[config.mk]
export PLATFORM = sky130hd
export DESIGN_NAME = spi_host_tx_fifo
export DESIGN_NICKNAME = d
export VERILOG_FILES = /design/src/rtl/spi_host_tx_fifo.sv
export SDC_FILE = /design/constraint.sdc
export NUM_CORES = 2
export LEC_CHECK = 0
export BUFFER_PORTS_ARGS = -buffer_cell sky130_fd_sc_hd__buf_2
export CORE_ASPECT_RATIO = 1.1
export CORE_UTILIZATION = 45
export CTS_CLUSTER_DIAMETER = 100
export DETAILED_ROUTE_END_ITERATION = 8
export PLACE_DENSITY = 0.66
export SLEW_MARGIN = 20
export SYNTH_ARGS = -nofsm -noshare
export SYNTH_HDL_FRONTEND = slang
export SYNTH_SLANG_ARGS = --single-unit
[constraint.sdc]
create_clock -name clk_i -period 3.6 [get_ports clk_i]
set_input_delay 0.18 -clock clk_i [delete_from_list [all_inputs] [get_ports clk_i]]
set_output_delay 0.18 -clock clk_i [all_outputs]
set_load 0.02 [all_outputs]
[src/rtl/spi_host_tx_fifo.sv]
// rtl/spi_host_tx_fifo.sv - SPI host TX FIFO: 36-bit entries, FWFT read, drop-on-full with overflow pulse
module spi_host_tx_fifo #(
    parameter  int Depth = 72,
    localparam int CW    = $clog2(Depth + 1)
) (
    input  logic          clk_i,
    input  logic          rst_i,
    input  logic          wr_valid_i,
    input  logic [31:0]   wr_data_i,
    input  logic [3:0]    wr_be_i,
    input  logic          clr_i,
    output logic          rd_valid_o,
    output logic [31:0]   rd_data_o,
    output logic [3:0]    rd_be_o,
    input  logic          rd_ready_i,
    output logic [CW-1:0] depth_o,
    output logic          full_o,
    output logic          empty_o,
    input  logic [CW-1:0] wm_i,
    output logic          wm_o,
    output logic          overflow_o
);

    localparam int            PW       = (Depth > 1) ? $clog2(Depth) : 1;
    localparam logic [PW-1:0] LAST_PTR = PW'(Depth - 1);
    localparam logic [CW-1:0] FULL_CNT = CW'(Depth);

    logic [35:0]   r_mem [Depth];
    logic [PW-1:0] r_wptr;
    logic [PW-1:0] r_rptr;
    logic [CW-1:0] r_count;
    logic          r_overflow;

    logic w_empty;
    logic w_full;
    logic w_pop;
    logic w_push;
    logic w_drop;

    assign w_empty = (r_count == '0);
    assign w_full  = (r_count == FULL_CNT);
    // A pop frees the slot the same-cycle push lands in, so a full FIFO still accepts it
    assign w_pop   = ~w_empty & rd_ready_i;
    assign w_push  = wr_valid_i & (~w_full | w_pop);
    assign w_drop  = wr_valid_i & w_full & ~w_pop;

    // Storage write; contents are intentionally never reset or cleared
    always_ff @(posedge clk_i) begin
        if (w_push && !clr_i) begin
            r_mem[r_wptr] <= {wr_be_i, wr_data_i};
        end
    end

    // Pointers, occupancy and overflow pulse; flush overrides any push or pop
    always_ff @(posedge clk_i or posedge rst_i) begin
        if (rst_i) begin
            r_wptr     <= '0;
            r_rptr     <= '0;
            r_count    <= '0;
            r_overflow <= 1'b0;
        end else if (clr_i) begin
            r_wptr     <= '0;
            r_rptr     <= '0;
            r_count    <= '0;
            r_overflow <= 1'b0;
        end else begin
            r_overflow <= w_drop;
            if (w_push) begin
                r_wptr <= (r_wptr == LAST_PTR) ? '0 : r_wptr + PW'(1);
            end
            if (w_pop) begin
                r_rptr <= (r_rptr == LAST_PTR) ? '0 : r_rptr + PW'(1);
            end
            case ({w_push, w_pop})
                2'b10:   r_count <= r_count + CW'(1);
                2'b01:   r_count <= r_count - CW'(1);
                default: r_count <= r_count;
            endcase
        end
    end

    assign rd_valid_o = ~w_empty;
    assign rd_data_o  = r_mem[r_rptr][31:0];
    assign rd_be_o    = r_mem[r_rptr][35:32];
    assign depth_o    = r_count;
    assign full_o     = w_full;
    assign empty_o    = w_empty;
    assign wm_o       = (r_count < wm_i);
    assign overflow_o = r_overflow;

endmodule

* Word level (Yosys, flattened, before mapping) *
Memory sizes are Yosys's and may differ from the RTL's.
Cells that the tools add are included.

word-level totals
  flip-flop bits (word level) = 22
  bits in latches = 0
  RAM bits = 2,592
  ROM bits = 0
  output and inout bits = 48
  memories kept = 1

operators by class
  add/sub/neg operators = 4
  multipliers = 0
  div/mod/pow operators = 0
  $lt $le $gt $ge = 1
  eq/ne operators = 5
  shift operators = 0
  muxes and demuxes = 11
  bitwise gates (word level) = 8
  reductions and logical operators = 6

memories
  name   words  width  read ports  clocked after Yosys merged registers in  wr ports  line  text
  r_mem  72     36     1           0                                        1         28    logic [35:0] r_mem [Depth];

operators with widths
  kind                                              number
  2-to-1 mux 7 bit                                  7
  adder 7 x 1 -> 7 bit, second input constant       3
  == test 7 bit, second input constant              3
  one-hot mux 7 bit (2 select lines)                1
  logical NOT 7 bit                                 1
  < comparator 7 bit                                1
  subtractor 7 x 1 -> 7 bit, second input constant  1
  AND 1 bit                                         4
  nonzero test 2 bit                                2
  2-to-1 mux 1 bit                                  3
  NOT 1 bit                                         3
  nonzero test 3 bit                                1
  == test 2 x 1 -> 1 bit, second input constant     1
  == test 2 bit, second input constant              1
  logical AND 1 bit                                 1
  logical NOT 1 bit                                 1
  OR 1 bit                                          1

* Logic depth before layout (Yosys ltp) *
  word-level depth = 8
  mapped depth = 12
  gate-level depth less buffers = 11

* Worst setup path before layout *
Ideal clock, no wire load.

  path kind = flip-flop to flip-flop
  start point = reg r_count[0], in the netlist depth_o[0]
  end point = mem r_mem[63][0] (enable)
  arrival = 3,055 ps
  setup slack = 115 ps
  stages on the path, launching flop included = 6
  buffers on the path = 2
  clock period less this slack = 3,485 ps
  path through = dfrtp_1 -> clkbuf_1 -> o41ai_4 -> or3_1 -> clkbuf_1 -> nor2_1

between the ends
  longest elaborated chain between the ends = 8
  elaborated cells between the ends (all ways) = 10

RTL lines
  element                                     line  text
  start, declared                             31    logic [CW-1:0] r_count;
  start signal, assigned                      75    2'b10: r_count <= r_count + CW'(1);
  start signal, assigned                      76    2'b01: r_count <= r_count - CW'(1);
  start signal, assigned                      77    default: r_count <= r_count;
  logical NOT 7 bit                           40    assign w_empty = (r_count == '0);
  NOT 1 bit                                   43    assign w_pop = ~w_empty & rd_ready_i;
  AND 1 bit                                   43
  OR 1 bit (*)                                44    assign w_push = wr_valid_i & (~w_full | w_pop);
  AND 1 bit (*)                               44
  logical AND 1 bit (*)                       49    if (w_push && !clr_i) begin
  2-to-1 mux 1 bit (*)                        49
  2-to-1 mux 1 bit (implied by the code) (*)  50    r_mem[r_wptr] <= {wr_be_i, wr_data_i};
  end, declared                               28

Every way passes the cells marked *; elsewhere a longest branch is shown, timed or not.

* Final worst setup path *
  start point = reg r_rptr[0]
  end point = out rd_be_o[0]

between the ends
  longest elaborated chain between the ends = 1

RTL lines
  element                 line  text
  start, declared         30    logic [PW-1:0] r_rptr;
  start signal, assigned  72    r_rptr <= (r_rptr == LAST_PTR) ? '0 : r_rptr + PW'(1);
  memory (72 x 36 bit)    -
  end, declared           14    output logic [3:0] rd_be_o,

No other way between the ends.

==> results list <==
- The largest total area in the synthesized netlist belongs to edfxtp_1.
- The filler cells instantiated in the layout total about 16000.
- FF-to-FF path depth: 11
* Count of pins over their slew limit: 0
- Clock latency on the worst-skew pair, taken at its later pin, is slightly above 0.9 ns.
* Overall power: between 70 and 80 mW
- Initial antenna violation count: 13
- Once detailed placement completed, the half-perimeter wirelength came to approximately 160 mm.
- Of the cells placed in the final design, the portion with a size suffix greater than 1 is 0.326.
* Via count of the first global-routing pass: between 50000 and 60000
* Dominant combinational cell family by area after synthesis: multiplexers
* Initial Util: 0.454
- FFs w/ async S/R, synth: 0.00842
- Among all flip-flop cells after synthesis, the most frequent one is edfxtp_1.
- Subtracting the final worst setup slack from the clock period gives a little over 4 ns.
- Remaining global-route overflow: 0
* Die Footprint: approximately 230000 um2
* Power per cell area: around 590 nW/um2
- The run finished, with violations left.
- The routed design has around 290 mm of wire.
- Largest fanout on the critical path: 6
- Flop-to-flop setup slack: roughly 0.29 ns
- In the final design database the tool counted ~5400 nets.
- No sink is reached through more buffers than the 4 on the longest clock path.
- First-pass DRT Iterations: 5
- TritonCTS built the clock tree.
* Compound-Gate Fraction of Synth Area: 0.0301
- Routed Antenna Nets: 0
* Final count of negative-setup-slack endpoints: 36
* Port bufs: between 90 and 100
- Routed metal-1 wire length: approximately 110 mm
- STA classifies the critical path endpoint as an output pin.
- When the netlist entered floorplanning its net count stood at around 4700.
- In this run, synthesis produced a sequential element count of 2614.
- Once routing completed, OpenROAD measured the worst setup slack at -0.516 ns.
- Number of vias per cell after detailed routing: 6.27
* Worst path most repeated cell: buf_4
- Count of standard-cell rows: around 180
- Measured against its own limit, the worst slew margin works out to 0.235.
- Number of ports placed on the die boundary: between 90 and 100
- Top cell family by delay on the critical path: buffers and inverters
- Number of max-cap violations: 0
- The analysis attributes to cell leakage a power of 38.4 nW.
* Least-Margin Pin Slew: 1.15 ns
- First-pass GRT wire length: between 300 and 400 mm
* Maximum achievable frequency: 243 MHz
- The total count of hold-check failures in the final report was 0.
* Adder-Cell Fraction of Synth Area: 0.00181
* Clock-pin transition on the worst setup and hold timing paths: approximately 0.07 ns
- Together, buffers and inverters on the worst path number 7.
* Mean area per synthesized cell: roughly 22 um2
- Data on the critical path arrives at its endpoint at ~3.9 ns.
- Classification of the worst setup path: flip-flop to output pin
* Highest-count cells in the layout ignoring fill and taps: 2592 x edfxtp_1, 540 x mux4_2, 328 x mux2i_1
- The worst register-to-register path begins at depth_o[1]$_DFFE_PP0P_.
* Inst Count DP: ~7700
* Uppermost routed layer: met5
- Timing analysis after detailed placement gives a worst setup slack of -0.294 ns.
- Post-synthesis sequential area ratio: 0.779
* Detailed-routed wire length on met2: 140 mm
- Entering global routing, the biggest net connects 76 pins.
- Measured along the y axis, the die boundary spans about 500 um.
* Worst stage delay on the critical path: 0.56 ns
- The area growth from synthesis to layout is 20.9%.
- Sum of met3 wire segment lengths after detailed routing: between 20 and 30 mm
- EDFF count, synth: 2592
- In the synthesized netlist, the number of instances is roughly 4600.
* Cell chosen for the clock root: clkbuf_16
- Count of synthesis-stage warnings from yosys: 0
- Buffers inserted during clock tree synthesis total roughly 280.
- Xor and xnor fraction of the mapped netlist area: 0.000783
- In this run the worst hold path is classified as primary input to asynchronous set/reset pin.
- The die is 453 um wide.
- Total routing resource utilization after global routing: 0.251
* Required time at the worst-slack endpoint: 3.42 ns
* Post-synthesis share of cell area spent on and, or, nand and nor gates: 0.0189
* Skew final: between 0.03 and 0.04 ns
- At the end of routability-driven placement, the weighted congestion stood at 0.822.
- Once layout is complete, the cells apart from fillers number approximately 8500.
- Among all stages on the critical path, the largest delay is contributed by dfrtp_4.
- Wire per inst: roughly 34 um
- Detailed routing inserted a total of approximately 53000 vias.
- Floorplan Core Area: around 220000 um2
- Endpoint of the lowest-slack register-to-register path: depth_o[6]$_DFFE_PP0P_
- Summing every instance area after synthesis gives around 100000 um2.
- The worst setup path is launched from a flip-flop.
- In the finished design, the share of the clock period the worst path needs comes to 1.14.
* Violated checks: negative setup slack
- Worst VDD drop: about 530 uV
- Level count of the clock H-tree: 5
- Most common cell after layout, fill and taps aside: edfxtp_1
* Sink count of the clock tree: between 2000 and 3000
* Mux contribution to synthesized area: 0.155
- By area the synthesized netlist is led by edfxtp_1 77%, mux4_2 12%, mux2i_1 3.4%.
* DRC violations left: 0
* Post-synthesis cell type count: around 60
* Unrepaired setup endpoints after global routing: yes
* Fraction of synthesized cell area taken by the top area cell type: 0.773
- The critical path goes through buf_12, clkbuf_16, buf_4, clkbuf_16, buf_4, mux2i_1, a22oi_1, nand4_1, o211ai_1, a2111oi_4, buf_4, a31oi_4, buf_6.
* Detailed router's first-iteration violation count: about 7300
-- cells in the mapped netlist, types with 10 or more instances --
| cell | n |
|---|---|
| mux2i_1 | 341 |
| nand2_1 | 175 |
| nor3_1 | 19 |
| inv_1 | 14 |
| o21ai_0 | 47 |
| o21a_1 | 11 |
| buf_4 | 48 |
| o31ai_1 | 15 |
| nor2b_1 | 37 |
| a2111oi_0 | 10 |
| dfrtp_1 | 22 |
| o22ai_1 | 11 |
| a221o_1 | 13 |
| buf_6 | 24 |
| a22o_1 | 28 |
| ha_1 | 13 |
| nand3_1 | 39 |
| buf_1 | 15 |
| edfxtp_1 | 2592 |
| a22oi_1 | 110 |
| mux4_2 | 540 |
| buf_2 | 55 |
| a31oi_1 | 22 |
| clkbuf_1 | 116 |
| nand4b_1 | 14 |
| a221oi_1 | 51 |
| a21oi_1 | 62 |
| nor2_1 | 99 |
-- sequential cells by signal, indices dropped and copies added (netlist names) --
signal	flops
r_wptr	7
overflow_o	1
depth_o	7
r_mem	2592
r_rptr	7
-- cells by family after synthesis --
| kind of cell | count (synthesis) |
|---|---|
| adder cells (fa/ha/maj) | 14 |
| multiplexers | 887 |
| flip-flops | 2614 |
| AND/OR/NAND/NOR | 418 |
| XOR/XNOR | 9 |
| buffers and inverters | 273 |
| AO/OA/AOI/OAI | 421 |
-- where the power goes --
| group | total, mW | internal [mW] | switching, mW |
|---|---|---|---|
| combinational | 11.2 | 5.68 | 5.48 |
| clock | 27.4 | 16.0 | 11.4 |
| sequential | 33.6 | 33.5 | 0.0835 |
-- metal layers --
layer  GRT usage  up-vias
li1            -    20900
met1       0.343    28300
met2       0.405     3276
met3      0.0518      591
met4      0.0816        6
met5           0        -
-- worst register-to-register path, stage by stage, from the launching register on --
cell     delay (ns)
dfrtp_1        0.48
or4_1          0.67
o41ai_2        0.30
or2_2          0.20
inv_1          0.12
fa_1           0.42
a21o_1         0.17
a21oi_1        0.23
o21ai_0        0.17
mux2i_1        0.22
xnor2_1        0.15
nor2_1         0.06
-- cell type report --
| cell class | count | area (um2) | area share |
|---|---|---|---|
| clock buffers | 366 | 7660 | 0.0629 |
| inverters | 14 | 53.8 | 0.000442 |
| flip-flops and latches | 2614 | 78400 | 0.644 |
| diodes | 5 | 12.5 | 0.000103 |
| multi-input cells | 1749 | 22500 | 0.185 |
| well taps | 2928 | 3660 | 0.0301 |
| clock inverters | 110 | 910 | 0.00748 |
| repair buffers | 684 | 8470 | 0.0696 |
-- through the flow --
step / util / hold WS (ns) / TNS (ns) / cell area [um2]
CTS: 0.540 / 0.0128 / -15.20 / 120000
finish: 0.549 / 0.0438 / -14.36 / 122000
global route: 0.549 / 0.0271 / -16.47 / 122000
global placement: 0.487 / 0.452 / -0.517 / 108000
detailed placement: 0.487 / 0.463 / -0.569 / 108000
floorplan: - / 0.169 / 0 / 101000
-- worst max-delay path by stage --
stage / to / depth (start not counted) / slack, ns / startpoint
final: rd_be_o[0] / 13 / -0.52 / r_rptr[0]$_DFFE_PP0P_
after global routing: rd_data_o[13] / 12 / -0.54 / r_rptr[0]$_DFFE_PP0P_
after CTS: rd_be_o[0] / 9 / -0.51 / r_rptr[0]$_DFFE_PP0P_
after detailed placement: rd_be_o[0] / 9 / -0.29 / r_rptr[0]$_DFFE_PP0P_
after global placement: rd_data_o[30] / 10 / -0.27 / r_rptr[1]$_DFFE_PP0P_
after floorplan: r_mem[63][0]$_DFFE_PP_ / 5 / 0.12 / depth_o[0]$_DFFE_PP0P_
-- repair_timing --
action                     4_1_cts  5_1_grt
pin swaps                       53       77
resized for setup              311      170
gates cloned                    31       16
buffers inserted                82       92
setup endpoints to repair       36       36
hold endpoints to repair      1064      176
hold buffers                    35        3
No activity file was read; power rests on OpenSTA's default activity.
